==> src/rtl/flag_buf_arb_pkg.sv <==
// Shared definitions for the flag buffer arbiter: buffer state names and the
// tag-width helper used by every file of this block.
package flag_buf_arb_pkg;

  typedef enum logic {
    EMPTY = 1'b0,
    FULL  = 1'b1
  } buf_state_e;

  // Bits needed to index 'value' items; never less than one so a tag always exists.
  function automatic int clog2(input int value);
    int bits;
    int rem;
    bits = 0;
    rem  = value - 1;
    while (rem > 0) begin
      bits = bits + 1;
      rem  = rem >> 1;
    end
    return (bits < 1) ? 1 : bits;
  endfunction

endpackage

==> src/rtl/flag_buf_arb_if.sv <==
// Requester/consumer bus of the flag buffer arbiter. The master side is the
// requesters plus consumer; the slave side is the arbiter itself.
interface flag_buf_arb_if #(
  parameter int W = 8,
  parameter int N = 4
);
  localparam int TW = flag_buf_arb_pkg::clog2(N);

  logic [N-1:0]   req;
  logic [N*W-1:0] din;
  logic [N-1:0]   gnt;
  logic           rd_ack;
  logic           flag;
  logic [W-1:0]   dout;
  logic [TW-1:0]  tag;
  logic [15:0]    busy_cnt;

  modport master (
    output req, din, rd_ack,
    input  gnt, flag, dout, tag, busy_cnt
  );

  modport slave (
    input  req, din, rd_ack,
    output gnt, flag, dout, tag, busy_cnt
  );

endinterface

==> src/rtl/flag_buf_arb_flag_buf.sv <==
// Single-word buffer with a "holds unread data" flag. A set wins over a clear
// so a write and a read in the same cycle chain back-to-back.
module flag_buf #(
  parameter int W = 8
) (
  input  logic         clk,
  input  logic         reset,
  input  logic         set_flag,
  input  logic         clr_flag,
  input  logic [W-1:0] din,
  output logic         flag,
  output logic [W-1:0] dout
);

  always_ff @(posedge clk or posedge reset) begin
    if (reset) begin
      flag <= 1'b0;
      dout <= '0;
    end else if (set_flag) begin
      flag <= 1'b1;
      dout <= din;
    end else if (clr_flag) begin
      flag <= 1'b0;
    end
  end

endmodule

==> src/rtl/flag_buf_arb.sv <==
// Round-robin arbiter sharing one flag_buf among N requesters; the buffer flag
// itself is the EMPTY/FULL state, so no separate state register exists here.
module flag_buf_arb
  import flag_buf_arb_pkg::*;
#(
  parameter int W = 8,
  parameter int N = 4
) (
  input logic           clk,
  input logic           reset,
  flag_buf_arb_if.slave bus
);

  localparam int TW = clog2(N);

  logic [N-1:0]  eligible;
  logic [N-1:0]  gnt_q;
  logic [TW-1:0] rr_ptr;
  logic [TW-1:0] ptr_next;
  logic [TW-1:0] winner;
  logic [TW-1:0] tag_q;
  logic [15:0]   busy_q;
  logic          found;
  logic          set_flag;
  logic          clr_flag;
  logic          busy_inc;
  logic          flag;
  logic [W-1:0]  dout;
  logic [W-1:0]  win_word;
  buf_state_e    state;

  // A requester just granted still sees its req high this cycle; masking it
  // with gnt keeps it from winning twice on one request.
  always_comb begin
    logic [TW:0] idx;
    logic [TW:0] nxt;
    eligible = bus.req & ~gnt_q;
    found    = 1'b0;
    winner   = '0;
    idx      = '0;
    for (int i = 0; i < N; i++) begin
      idx = {1'b0, rr_ptr} + (TW+1)'(i);
      if (idx >= (TW+1)'(N)) idx = idx - (TW+1)'(N);
      if (!found && eligible[idx[TW-1:0]]) begin
        found  = 1'b1;
        winner = idx[TW-1:0];
      end
    end
    nxt = {1'b0, winner} + (TW+1)'(1);
    if (nxt == (TW+1)'(N)) nxt = '0;
    ptr_next = nxt[TW-1:0];
    win_word = bus.din[int'(winner)*W +: W];
  end

  always_comb begin
    state    = buf_state_e'(flag);
    set_flag = 1'b0;
    clr_flag = 1'b0;
    busy_inc = 1'b0;
    case (state)
      EMPTY: begin
        if (found) set_flag = 1'b1;
      end
      FULL: begin
        if (found && bus.rd_ack) set_flag = 1'b1;
        else if (bus.rd_ack)     clr_flag = 1'b1;
        else if (found)          busy_inc = 1'b1;
      end
      default: ;
    endcase
  end

  always_ff @(posedge clk or posedge reset) begin
    if (reset) begin
      gnt_q  <= '0;
      tag_q  <= '0;
      rr_ptr <= '0;
      busy_q <= '0;
    end else begin
      gnt_q <= '0;
      if (set_flag) begin
        gnt_q[winner] <= 1'b1;
        tag_q         <= winner;
        rr_ptr        <= ptr_next;
      end
      if (busy_inc && busy_q != 16'hFFFF) busy_q <= busy_q + 16'd1;
    end
  end

  flag_buf #(.W(W)) u_flag_buf (
    .clk      (clk),
    .reset    (reset),
    .set_flag (set_flag),
    .clr_flag (clr_flag),
    .din      (win_word),
    .flag     (flag),
    .dout     (dout)
  );

  assign bus.gnt      = gnt_q;
  assign bus.flag     = flag;
  assign bus.dout     = dout;
  assign bus.tag      = tag_q;
  assign bus.busy_cnt = busy_q;

endmodule

==> src/flat_wrapper.sv <==
// flat-port wrapper written by rule: the top's interface ports become plain ports
module flag_buf_arb_flat import flag_buf_arb_pkg::*;
#(
  parameter int W = 8,
  parameter int N = 4
)
  (clk, reset, bus_req, bus_din, bus_rd_ack, bus_gnt, bus_flag, bus_dout, bus_tag, bus_busy_cnt);
  flag_buf_arb_if #(.W(W), .N(N)) bus_i ();
  input logic clk;
  input logic reset;
  input wire logic [$bits(bus_i.req)-1:0] bus_req;
  input wire logic [$bits(bus_i.din)-1:0] bus_din;
  input wire logic [$bits(bus_i.rd_ack)-1:0] bus_rd_ack;
  output wire logic [$bits(bus_i.gnt)-1:0] bus_gnt;
  output wire logic [$bits(bus_i.flag)-1:0] bus_flag;
  output wire logic [$bits(bus_i.dout)-1:0] bus_dout;
  output wire logic [$bits(bus_i.tag)-1:0] bus_tag;
  output wire logic [$bits(bus_i.busy_cnt)-1:0] bus_busy_cnt;
  assign bus_i.req = bus_req;
  assign bus_i.din = bus_din;
  assign bus_i.rd_ack = bus_rd_ack;
  assign bus_gnt = bus_i.gnt;
  assign bus_flag = bus_i.flag;
  assign bus_dout = bus_i.dout;
  assign bus_tag = bus_i.tag;
  assign bus_busy_cnt = bus_i.busy_cnt;
  flag_buf_arb #(.W(W), .N(N)) u_core (.clk(clk), .reset(reset), .bus(bus_i));
endmodule
==> config.mk <==
export PLATFORM = sky130hd
export DESIGN_NAME = flag_buf_arb_flat
export DESIGN_NICKNAME = d
export VERILOG_FILES = /design/src/rtl/flag_buf_arb_pkg.sv /design/src/rtl/flag_buf_arb_if.sv /design/src/rtl/flag_buf_arb_flag_buf.sv /design/src/rtl/flag_buf_arb.sv /design/src/flat_wrapper.sv
export SDC_FILE = /design/constraint.sdc
export NUM_CORES = 1
export LEC_CHECK = 0
export ABC_CLOCK_PERIOD_IN_PS = 3500
export CORE_MARGIN = 5
export CORE_UTILIZATION = 41
export CTS_BUF_LIST = sky130_fd_sc_hd__clkbuf_8
export CTS_CLUSTER_DIAMETER = 60
export CTS_CLUSTER_SIZE = 14
export DETAILED_ROUTE_END_ITERATION = 10
export GPL_ROUTABILITY_DRIVEN = 0
export PLACE_DENSITY_LB_ADDON = 0.1
export SYNTH_ARGS = -nofsm -noshare
export SYNTH_HDL_FRONTEND = slang
export SYNTH_SLANG_ARGS = --single-unit
export TNS_END_PERCENT = 10
==> constraint.sdc <==
create_clock -name clk -period 3.5 [get_ports clk]
set_input_delay 1.05 -clock clk [delete_from_list [all_inputs] [get_ports clk]]
set_output_delay 1.05 -clock clk [all_outputs]
set_load 0.01 [all_outputs]
==> impl_results.md <==
* Status: complete, no violations
* Peak supply drop at 0.348 mV
* Chip height at about 80 um
* Nets at 285
* Critical path class: input pin to flop
* #FFs+latches synth at 33
* Pins Over Slew Limit at 0
* Most numerous cell in the Yosys netlist: dfrtp_1
* Worst-margin pin slew at approximately 540 ps
* ANT nets after route at 0
* Synth warn at 0
* Yosys top cell area share at 43.9%
* Period utilisation layout at between 70% and 80%
* Leak at 1.20 nW
* Crit. End Element: flop
* Sink Count at 33
* PostCTS Resize Cnt at 0
* WP data required at around 3700 ps
* Flop2flop setup slack at between 1500 and 2000 ps
* Cell Area, Synth at roughly 0.0019 sq mm
* CTS clk-pin slew, worst paths at 70 ps
* Hold Fails Final Rpt at 0
* # IOs at 70
* Initial antenna violation count at 0
* Post-synth EDFFs at 0
* Post-synth ARST share at 100%
* RSZ-0062 raised after global routing: no
* Commonest cells post-synth: dfrtp_1, nand2_1, and2_1
* Crit path DAT at around 2900 ps
* Post-Syn Area per Cell at 11.0 sq um
* Hold Path Sink: u_core.bus.busy_cnt[7]
* Clock latency on the worst-skew pair at approximately 280 ps
* Initial Util at between 40 and 50%
* Hold Buf Count CTS at 0
* Final instance area at roughly 0.0027 sq mm
* Fmax at roughly 370 MHz
* Routed vias/inst at around 5.2
* Clock Skews at approximately 4.4 ps
* Hold-critical path depth at 1
* Largest net degree at the start of global routing at 34
* Number of global-route vias before repair at between 1500 and 2000
* Area leader, netlist: dfrtp_1
* Hold Path Class: flop to flop
* Main synth FF type: dfrtp_1
* Post-CTS Setup Inserts at 0
* Syn Nets at roughly 210
* Synth top area cells: dfrtp_1, a41oi_2, o211ai_2, mux2i_1, xor2_1
* Setup_tns at 0 ps
* GRT Util Overall at around 16%
* Layout cells sized above 1 at between 10% and 20%
* Final setup fails at 0
* Area growth syn-to-layout at 45.5%
* First-pass GRT wire length at 7.90 mm
* DR WL/cell at about 16 um
* Number of H-tree levels at 2
* Final WL at around 4.6 mm
* Final min period at roughly 2700 ps
* Count of input and output buffers at between 60 and 70
* Die area at between 0.006 and 0.007 sq mm
* Synth cell types at 39
* Root Buffer: clkbuf_8
* DRT iter0 DRCs at 47
* DP Area at between 0.002 and 0.003 sq mm
* Reg2reg end: u_core.bus.busy_cnt[13]
* Chip width at between 70 and 80 um
* Slew HR at 64.0%
* Iteration count of the initial detailed-routing pass at 4
* Critical path origin: bus_req[0]
* Crit Path Max Fanout at 10
* Antenna diodes at 0
* Max Cap Viol at 0
* Row cnt at 24
* Cells after Synth at 171
* Via count at around 1600
* Residual DRC at 0
* Dpl hpwl at about 3.4 mm
* Reg-to-Reg Start: u_core.bus.busy_cnt[0]
* PwrDens at ~660 mW/mm^2
* Clock buffer depth at 2
* Worst setup SP type: input pin
* Min-delay src: u_core.bus.busy_cnt[7]
* Sequential share of the synthesized area at between 40% and 50%
* Number of CTS-inserted buffers at 5
* FF-to-FF path depth at 6
* Overflow after GRT at 0
* CTS tree: built
* Core area at between 0.004 and 0.005 sq mm
[flip-flops by register name (all words and copies together), names as in the netlist]
| register | cells |
|---|---|
| u_core.bus.busy_cnt | 16 |
| u_core.u_flag_buf.dout | 8 |
| u_core.bus.gnt | 4 |
| u_core.bus.tag | 2 |
| u_core.rr_ptr | 2 |
| u_core.u_flag_buf.flag | 1 |
[cell type report]
type,count,area [sq um]
Tap cell,52,65.1
Timing Repair Buffer,73,721
Sequential cell,33,826
Clock inverter,2,33.8
Multi-Input combinational cell,128,998
Clock buffer,6,82.6
Fill cell,361,1680
Inverter,3,11.3
[through the flow]
| stage | util, % | hold slack, ps | total power, W | std cells | setup WS [ps] |
|---|---|---|---|---|---|
| final | 62.0 | 481 | 0.00180 | 297 | 761 |
| after global routing | 62.0 | 503 | 0.00193 | 297 | 681 |
| after CTS | 62.0 | 487 | 0.00182 | 297 | 801 |
| after detailed placement | 59.4 | 476 | 0.00145 | 289 | 514 |
| after global placement | 59.4 | 461 | 0.00143 | 289 | 579 |
| after floorplan | - | 515 | 0.00111 | 171 | 1180 |
[kinds of logic after synthesis]
logic type | share of synthesized area (%)
and+or+nand+nor | 21.3
DFF | 43.9
AOI/OAI and AO/OA | 18.3
xor gates and xnor gates | 6.98
buffers and inverters | 3.46
muxes | 4.79
adders and majority gates | 1.33
[metal layers]
| layer | up-vias | GRT usage (%) | wire length [um] |
|---|---|---|---|
| met4 | 0 | 3.78 | 29 |
| met2 | 57 | 23.5 | 2030 |
| met5 | - | 0 | 0 |
| li1 | 766 | - | - |
| met1 | 725 | 22.0 | 2130 |
| met3 | 4 | 6.48 | 430 |
[placed cells by master (no fill, tap or decap), drive strengths merged]
master / count
nor3: 4
mux2i: 9
clkbuf: 6
and2: 11
bufinv: 1
and3b: 1
nor2: 8
ha: 2
and3: 6
or3: 1
a21o: 1
o21a: 2
o211a: 1
nor2b: 4
xor2: 9
nand3: 10
nand2b: 6
inv: 4
o211ai: 9
xnor2: 6
o41ai: 1
clkdlybuf4s50: 69
o41a: 1
a41oi: 9
o21ai: 4
nor4: 1
o2111a: 1
dfrtp: 33
nand4: 4
and4: 2
buf: 4
nand2: 14
o22ai: 1
[critical path: stages]
cell	delay (ps)
clkdlybuf4s50_1	500
nor2b_1	310
mux2i_1	150
o211a_1	410
ha_1	370
nand2_1	60
nand2_1	50
[report_power, final]
group	switching, W	leakage (nW)	total (W)	internal, W
Sequential	0.000105	0.417	0.000602	0.000497
Clock	0.000134	0.0626	0.000363	0.000229
Combinational	0.000398	0.724	0.000832	0.000434
Total	0.000637	1.20	0.00180	0.00116
[worst max-delay path by stage]
stage                                end  slack, ps  cells after the start
3_3_place_gp            u_core.rr_ptr[1]        580                      7
6_report                u_core.rr_ptr[1]        760                      7
2_1_floorplan  u_core.u_flag_buf.dout[0]       1180                      5
5_1_grt                 u_core.rr_ptr[1]        680                      7
4_1_cts                 u_core.rr_ptr[1]        800                      7
3_5_place_dp            u_core.rr_ptr[1]        510                      7
Note: power is estimated with default switching activity, not from simulation.
